===== config.mk =====
export PLATFORM = sky130hd
export DESIGN_NAME = led_run_ctrl
export DESIGN_NICKNAME = d
export VERILOG_FILES = /design/src/rtl/led_ctrl_pkg.sv /design/src/rtl/led_run_ctrl_btn_debounce.sv /design/src/rtl/led_run_ctrl.sv
export SDC_FILE = /design/constraint.sdc
export NUM_CORES = 1
export LEC_CHECK = 0
export BUFFER_PORTS_ARGS = -buffer_cell sky130_fd_sc_hd__buf_2
export CORE_UTILIZATION = 45
export DETAILED_ROUTE_END_ITERATION = 6
export MAX_ROUTING_LAYER = met4
export PLACE_DENSITY_LB_ADDON = 0.3
export SYNTH_ARGS = -nofsm -noshare
export SYNTH_HDL_FRONTEND = slang
export SYNTH_SLANG_ARGS = --single-unit

===== constraint.sdc =====
create_clock -name clk -period 4.5 [get_ports clk]
set_input_delay 0.45 -clock clk [delete_from_list [all_inputs] [get_ports clk]]
set_output_delay 0.45 -clock clk [all_outputs]
set_load 0.1 [all_outputs]

===== src/rtl/led_ctrl_pkg.sv =====
// ============================================================================
// Module   : led_ctrl_pkg
// Brief    : Shared types and constants for the rotating LED run controller.
// Revision : 1.0 - initial release
// ============================================================================
`default_nettype none

package led_ctrl_pkg;

  localparam int N_POS_DEF = 21;
  localparam int POS_W     = 5;
  localparam int PRESC_W   = 25;

  // speed_sel encodings: step period is TICK_BASE divided by 1, 2, 4 or 8
  localparam logic [1:0] SPD_X1 = 2'd0;
  localparam logic [1:0] SPD_X2 = 2'd1;
  localparam logic [1:0] SPD_X4 = 2'd2;
  localparam logic [1:0] SPD_X8 = 2'd3;

  typedef enum logic [1:0] {
    IDLE  = 2'd0,
    RUN   = 2'd1,
    PAUSE = 2'd2
  } state_t;

  function automatic logic [POS_W-1:0] pos_advance(
    input logic [POS_W-1:0] pos,
    input logic             dir,
    input logic [POS_W-1:0] last
  );
    logic [POS_W-1:0] nxt;
    if (!dir) begin
      nxt = (pos == last) ? '0 : pos + POS_W'(1);
    end else begin
      nxt = (pos == '0) ? last : pos - POS_W'(1);
    end
    return nxt;
  endfunction

endpackage

`default_nettype wire


===== src/rtl/led_run_ctrl_btn_debounce.sv =====
// ============================================================================
// Module   : btn_debounce
// Brief    : 2-FF synchroniser, level debounce and rising-edge event pulse.
// Revision : 1.0 - initial release
// ============================================================================
`default_nettype none

module btn_debounce #(
  parameter int DEB_CYCLES = 1_000_000
) (
  input  logic clk,
  input  logic rst_n,
  input  logic i_btn,
  output logic o_event
);

  localparam int               CNT_W    = (DEB_CYCLES > 1) ? $clog2(DEB_CYCLES) : 1;
  localparam logic [CNT_W-1:0] CNT_LAST = CNT_W'(DEB_CYCLES - 1);

  logic             r_sync1;
  logic             r_sync2;
  logic             r_stable;
  logic             r_stable_d;
  logic             r_event;
  logic [CNT_W-1:0] r_cnt;

  // The counter only advances while the synchronised level disagrees with the
  // accepted one, so any bounce back to the stable level restarts the window.
  always_ff @(posedge clk or negedge rst_n) begin
    if (!rst_n) begin
      r_sync1    <= 1'b0;
      r_sync2    <= 1'b0;
      r_stable   <= 1'b0;
      r_stable_d <= 1'b0;
      r_event    <= 1'b0;
      r_cnt      <= '0;
    end else begin
      r_sync1 <= i_btn;
      r_sync2 <= r_sync1;

      if (r_sync2 == r_stable) begin
        r_cnt <= '0;
      end else if (r_cnt == CNT_LAST) begin
        r_stable <= r_sync2;
        r_cnt    <= '0;
      end else begin
        r_cnt <= r_cnt + CNT_W'(1);
      end

      r_stable_d <= r_stable;
      r_event    <= r_stable & ~r_stable_d;
    end
  end

  assign o_event = r_event;

endmodule

`default_nettype wire


===== src/rtl/led_run_ctrl.sv =====
// ============================================================================
// Module   : led_run_ctrl
// Brief    : Run/pause/clear sequencer, step prescaler and position register
//            for the 21-position rotating LED display.
// Revision : 1.0 - initial release
// ============================================================================
`default_nettype none

module led_run_ctrl
  import led_ctrl_pkg::*;
#(
  parameter int TICK_BASE  = 20_000_000,
  parameter int N_POS      = N_POS_DEF,
  parameter int DEB_CYCLES = 1_000_000
) (
  input  logic             clk,
  input  logic             rst_n,
  input  logic             i_btn_start,
  input  logic             i_btn_dir,
  input  logic             i_btn_clr,
  input  logic [1:0]       i_speed_sel,
  output logic [N_POS-1:0] o_led_out,
  output logic [POS_W-1:0] o_pos,
  output logic             o_dir,
  output logic             o_step,
  output logic             o_running
);

  localparam logic [PRESC_W-1:0] C_TICK   = PRESC_W'(TICK_BASE);
  localparam logic [POS_W-1:0]   C_LAST   = POS_W'(N_POS - 1);
  localparam logic [N_POS-1:0]   C_LED0   = N_POS'(1);

  logic               w_start_ev;
  logic               w_dir_ev;
  logic               w_clr_ev;
  logic [PRESC_W-1:0] w_period;
  logic [PRESC_W-1:0] w_limit;
  logic               w_step_due;
  logic [POS_W-1:0]   w_pos_next;

  state_t             r_state;
  logic [PRESC_W-1:0] r_presc;
  logic [POS_W-1:0]   r_pos;
  logic [N_POS-1:0]   r_led;
  logic               r_dir;
  logic               r_step;
  logic               r_running;

  btn_debounce #(.DEB_CYCLES(DEB_CYCLES)) u_deb_start (
    .clk     (clk),
    .rst_n   (rst_n),
    .i_btn   (i_btn_start),
    .o_event (w_start_ev)
  );

  btn_debounce #(.DEB_CYCLES(DEB_CYCLES)) u_deb_dir (
    .clk     (clk),
    .rst_n   (rst_n),
    .i_btn   (i_btn_dir),
    .o_event (w_dir_ev)
  );

  btn_debounce #(.DEB_CYCLES(DEB_CYCLES)) u_deb_clr (
    .clk     (clk),
    .rst_n   (rst_n),
    .i_btn   (i_btn_clr),
    .o_event (w_clr_ev)
  );

  always_comb begin
    w_period = C_TICK;
    case (i_speed_sel)
      SPD_X1:  w_period = C_TICK;
      SPD_X2:  w_period = C_TICK >> 1;
      SPD_X4:  w_period = C_TICK >> 2;
      SPD_X8:  w_period = C_TICK >> 3;
      default: w_period = C_TICK;
    endcase
  end

  // >= rather than == so a shortened period fires at once instead of wrapping
  assign w_limit    = w_period - PRESC_W'(1);
  assign w_step_due = (r_state == RUN) && (r_presc >= w_limit);
  assign w_pos_next = pos_advance(r_pos, r_dir, C_LAST);

  always_ff @(posedge clk or negedge rst_n) begin
    if (!rst_n) begin
      r_state   <= IDLE;
      r_presc   <= '0;
      r_pos     <= '0;
      r_led     <= C_LED0;
      r_dir     <= 1'b0;
      r_step    <= 1'b0;
      r_running <= 1'b0;
    end else begin
      r_step <= 1'b0;

      // A same-cycle step reads r_dir before this toggle lands.
      if (w_dir_ev) begin
        r_dir <= ~r_dir;
      end

      if (w_clr_ev) begin
        r_state   <= IDLE;
        r_presc   <= '0;
        r_pos     <= '0;
        r_led     <= C_LED0;
        r_running <= 1'b0;
      end else begin
        case (r_state)
          IDLE: begin
            if (w_start_ev) begin
              r_state   <= RUN;
              r_presc   <= '0;
              r_running <= 1'b1;
            end
          end
          RUN: begin
            if (w_start_ev) begin
              r_state   <= PAUSE;
              r_running <= 1'b0;
            end else if (w_step_due) begin
              r_presc <= '0;
              r_step  <= 1'b1;
              r_pos   <= w_pos_next;
              r_led   <= C_LED0 << w_pos_next;
            end else begin
              r_presc <= r_presc + PRESC_W'(1);
            end
          end
          PAUSE: begin
            if (w_start_ev) begin
              r_state   <= RUN;
              r_running <= 1'b1;
            end
          end
          default: begin
            r_state   <= IDLE;
            r_running <= 1'b0;
          end
        endcase
      end
    end
  end

  assign o_led_out = r_led;
  assign o_pos     = r_pos;
  assign o_dir     = r_dir;
  assign o_step    = r_step;
  assign o_running = r_running;

endmodule

`default_nettype wire


# Word-level counts from Yosys, hierarchy flattened
# Cells that the tools add are included.
# op_classes
n_shift,1
n_reduce_logical,14
eq_ne,17
bitwise_logic,10
n_lt_le_gt_ge,1
n_mux,35
n_addsub,7
# ops
cell,count
$mux 20,6
$mux 25,4
$pmux 25 s4,1
$mux 21,4
$add 20x1->20 const B,3
$eq 20x20->1 const B,3
$pmux 25 s2,1
$mux 5,7
$add 25x1->25 const B,1
$ge 25x25->1,1
$sub 25x1->25 const B,1
$shl 1x5->21 const A,1
$ne 3x1->1 const B,3
$reduce_and 2->1,4
$mux 1,7
$not 1->1,7
$eq 2x2->1 const B,3
$mux 2,3
$reduce_and 3->1,2
$add 5x1->5 const B,1
$eq 5x5->1 const B,1
$logic_not 5->1,1
$sub 5x1->5 const B,1
$eq 2x1->1 const B,2
other kinds (11),17
# word_totals
inputBits,7
elab_cells,110
register_bits,131
out_inout_bits,29

# Depth between registers and ports, before layout
# depth
word_depth,9
depth_mapped,13
mapped_depth_nobuf,12

# Cells and area by module
# Synthesis repeated with hierarchy kept, for this count alone.
# unflattened
hier_cells,761
area_unflattened_um2,7292.0
# by_module_without_submodules
mod,n_inst,area_each_um2,cells_each,seq_area_each_um2
led_run_ctrl,1,3778.6,428,1377.6
btn_debounce,3,1171.1,111,625.6

# Least setup slack after synthesis
# OpenSTA, ideal clock, no wires.
# synth_path
path_type,input to register
start,input port i_speed_sel[0]
end,register r_presc[21]
n_path_buf,2
slack_ps,1769
path_stages,13
setup_time_ps,129
arrival_ps,2602
t_required_ps,4371
cell_sequence,inv_1 -> ha_1 -> inv_1 -> ha_1 -> ha_1 -> nand2_1 -> a2111oi_0 -> o2111ai_1 -> o211a_2 -> buf_2 -> buf_2 -> a32oi_1 -> o31ai_1
# synth_between
elab_chain_len,9
word_cells_on_any_way,12
cone_classes,1 x add/sub; 1 x order compare; 3 x eq/ne; 5 x mux; 2 x reduce/logical
# synth_lines
element,line_no,source
from (decl),led_run_ctrl.sv:21,"input logic [1:0] i_speed_sel,"
$eq 2x2->1 (tied with other cells),led_run_ctrl.sv:72,case (i_speed_sel)
$pmux 25 s4 (*),led_run_ctrl.sv:72,
$sub 25x1->25 (*),led_run_ctrl.sv:82,assign w_limit = w_period - PRESC_W'(1);
$ge 25x25->1 (*),led_run_ctrl.sv:83,assign w_step_due = (r_state == RUN) && (r_presc >= w_limit);
$logic_and 1x1->1 (*),led_run_ctrl.sv:83,
$mux 25 (*),led_run_ctrl.sv:122,end else if (w_step_due) begin
$mux 25 (*),led_run_ctrl.sv:119,if (w_start_ev) begin
$pmux 25 s2 (*),led_run_ctrl.sv:110,case (r_state)
$mux 25 (*),led_run_ctrl.sv:103,if (w_clr_ev) begin
to (signal assigned),led_run_ctrl.sv:128,r_presc <= r_presc + PRESC_W'(1);
to (decl),led_run_ctrl.sv:42,logic [PRESC_W-1:0] r_presc;
# Every way passes the cells marked *; elsewhere a longest branch is shown, timed or not. The select of a mux whose other input is x is not followed.
# A chain may end at the register's enable or synchronous reset.

# Worst setup path after layout
# layout_path
start,input port i_speed_sel[0]
end,register r_presc[16]
# The elaborated chain is that of the path after synthesis.

==> results.json <==
{
  "overflow": 0,
  "critPathKind": "input pin to flip-flop",
  "cts_root_buffer": "clkbuf_16",
  "reg2reg_to": "r_presc[16]$_DFFE_PN0P_",
  "die_h_um": 125,
  "failed_checks": "DRC",
  "cts.clk_slew.worst_paths_ns": 0.06,
  "diodes": 0,
  "netlist_area_sq_um": 6860,
  "synth_top_cell_area_share_pct": 47.1,
  "ys_seq_elements": 130,
  "port-buffer-count": 35,
  "crit_buf_inv": 3,
  "p_total_uw": 2590,
  "vias_per_cell": 5.67,
  "synth_fp_nets": 738,
  "ir_drop_mv": 0.244,
  "yosysSeqAreaShare_pct": 47.4,
  "maxSlewViolCount": 0,
  "dr.pass1.iters": 6,
  "clk-insertion-delay-late_ns": 0.42,
  "grt_pass1_wl_um": 25400,
  "antenna_found_initial": 0,
  "drc": 4,
  "clockBufferDepth": 2,
  "fin_crit_sh_pct": 64.3,
  "startpoint": "i_speed_sel[0]",
  "gp_congestion": 0.852,
  "crit_arrival_ns": 3.19,
  "crit_slowest_cell": "o211a_2",
  "synthMostInstantiatedCell": "dfrtp_1",
  "cp_top_family": "compound AO/OA/AOI/OAI gates",
  "drive_above_1_share_pct": 12.7,
  "drv_cap": 0,
  "async_flop_share_pct": 100,
  "hpwlAfterDp_um": 9920,
  "die_x_um": 125,
  "placementRows": 44,
  "fin_nets": 777,
  "fin_worst_skew_ns": 0.00549,
  "core-area_sq_um": 14700,
  "power.density_nw_per_um2": 332,
  "post_cts_buffers": 0,
  "r2r_slack_ns": 1.77,
  "cp-start-kind": "input pin",
  "ys_types": 68,
  "fmax_mhz": 346,
  "num_vias": 5287,
  "start_util_pct": 46.7,
  "clock-sinks": 130,
  "dpl_worst_slack_ns": 1.18,
  "p_leak_uw": 0.00351,
  "hold_class": "input pin to asynchronous set/reset pin",
  "synthTopCellsByArea": "dfrtp_1 (47%), ha_1 (6.4%), nor2_1 (5.3%)",
  "yosysWarnings": 0,
  "die-area_sq_um": 15700,
  "cts_resized": 0,
  "h-tree-depth": 4,
  "relSlewSlack_pct": 46.3,
  "drt_wl_total_um": 14200,
  "syn_inst": 696,
  "cts_tree": "built",
  "cp.required_ns": 4.80,
  "synth_edf_count": 0,
  "rsz0062_at_grt": "no",
  "synth_commonest_cells": "dfrtp_1 (129), nor2_1 (97), nand2_1 (58)",
  "worstMarginPinSlew_ns": 0.806,
  "hold_buffers": 0,
  "period_minus_slack_ns": 2.89,
  "reg2reg_depth": 7,
  "finalHoldViolations": 0,
  "yosysTopAreaCell": "dfrtp_1",
  "num_io_pins": 36,
  "critical_path.endpoint_type": "flip-flop",
  "grt_pass1_vias": 5250,
  "areaGrowthSynthToFinish_pct": 13.8,
  "fin_ws_ns": 1.61,
  "synth_area_per_cell_sq_um": 9.85,
  "cp_max_fo": 13,
  "drtAntennaViolNets": 0,
  "dp.cells": 900,
  "slowest_delay_ns": 0.43,
  "final_cells": 932,
  "drt_iter0_markers": 363,
  "crit_chain": "buf_2, inv_1, ha_1, inv_1, ha_1, ha_1, a21oi_1, o21ai_1, a221oi_1, o211a_2, nand2_1, o311ai_1",
  "cts-buffers-inserted": 17,
  "synth_ff_type": "dfrtp_1",
  "reg2reg_from": "r_presc[15]$_DFFE_PN0P_",
  "tns_ns": 0,
  "wl_per_cell_um": 15.3,
  "outcome": "finished, violations left",
  "grt_usage_pct": 20.6,
  "grt_max_degree": 66,
  "setup_violations": 0,
  "cp_common_cell": "ha_1"
}
final cells by class:
cell class                      instances  area (sq um)
Fill cell                            1328          6890
Tap cell                              184           230
Sequential cell                       130          3250
Timing Repair Buffer                   41           223
Clock inverter                         11           104
Inverter                               27           101
Clock buffer                           21           480
Multi-Input combinational cell        518          3410
registers in the layout, indices dropped and copies added, names as in the netlist, 5 cells and up:
register           cells
u_deb_dir.r_cnt       20
o_pos                  5
o_led_out             21
u_deb_clr.r_cnt       20
r_presc               25
u_deb_start.r_cnt     20
power by group:
group	total [uW]	switching (uW)	leakage [uW]	internal (uW)
clock	1320	505	0.000274	818
combinational	84.1	59.5	0.00150	24.6
sequential	1190	8.46	0.00173	1180
total	2590	573	0.00351	2020
kinds of logic after synthesis:
family	Yosys count	synth area share, %
simple gates	310	22.6
flops	130	47.4
compound gates	111	12.7
xor+xnor	58	7.41
buf+inv	48	2.81
fa+ha+maj	35	6.38
mux	4	0.638
worst max-delay path by stage:
stage                              end  slack [ns]  depth (start not counted)
2_1_floorplan  r_presc[21]$_DFFE_PN0P_        1.77                         13
3_3_place_gp   r_presc[12]$_DFFE_PN0P_        1.33                         12
3_5_place_dp   r_presc[16]$_DFFE_PN0P_        1.18                         12
4_1_cts        r_presc[16]$_DFFE_PN0P_        1.62                         12
5_1_grt        r_presc[10]$_DFFE_PN0P_        1.40                         11
6_report       r_presc[16]$_DFFE_PN0P_        1.61                         12
per-layer routing:
layer | track usage [%] | part of all wire [%]
met1 | 26.9 | 47
met2 | 31.8 | 48
met3 | 4.45 | 3.9
met4 | 7.32 | 1.4
met5 | - | 0
cell usage in the layout, fill, tap and decap left out, types with 4 or more instances in the layout:
master and n:
o2bb2ai_1 5, o21ai_1 6, a22o_1 12, inv_1 25
buf_4 7, o311ai_1 8, or3_1 5, nand2_1 58
clkbuf_8 4, or2_1 4, clkbuf_16 17, a31oi_1 6
a32o_1 13, nand4_1 25, nand3b_1 4, clkinvlp_4 5
nor3_1 11, nand2b_1 11, and4_1 7, dfrtp_1 129
ha_1 35, nor4_1 7, o21ai_0 5, o31a_1 4
nand3_1 44, nor2_1 97, and3_1 8, xor2_1 33
a21oi_1 19, a31o_1 6, or2_2 5, buf_2 34
xnor2_1 25, nor2b_1 8
through the flow:
stage / utilization, % / area, sq um / hold slack (ns)
after CTS: 53.1 / 7800 / 0.121
final: 53.1 / 7800 / 0.120
after floorplan: - / 6860 / 0.154
after detailed placement: 49.1 / 7220 / 0.338
after global routing: 53.1 / 7800 / 0.118
after global placement: 49.1 / 7220 / 0.336
Note: power is estimated with default switching activity, not from simulation.
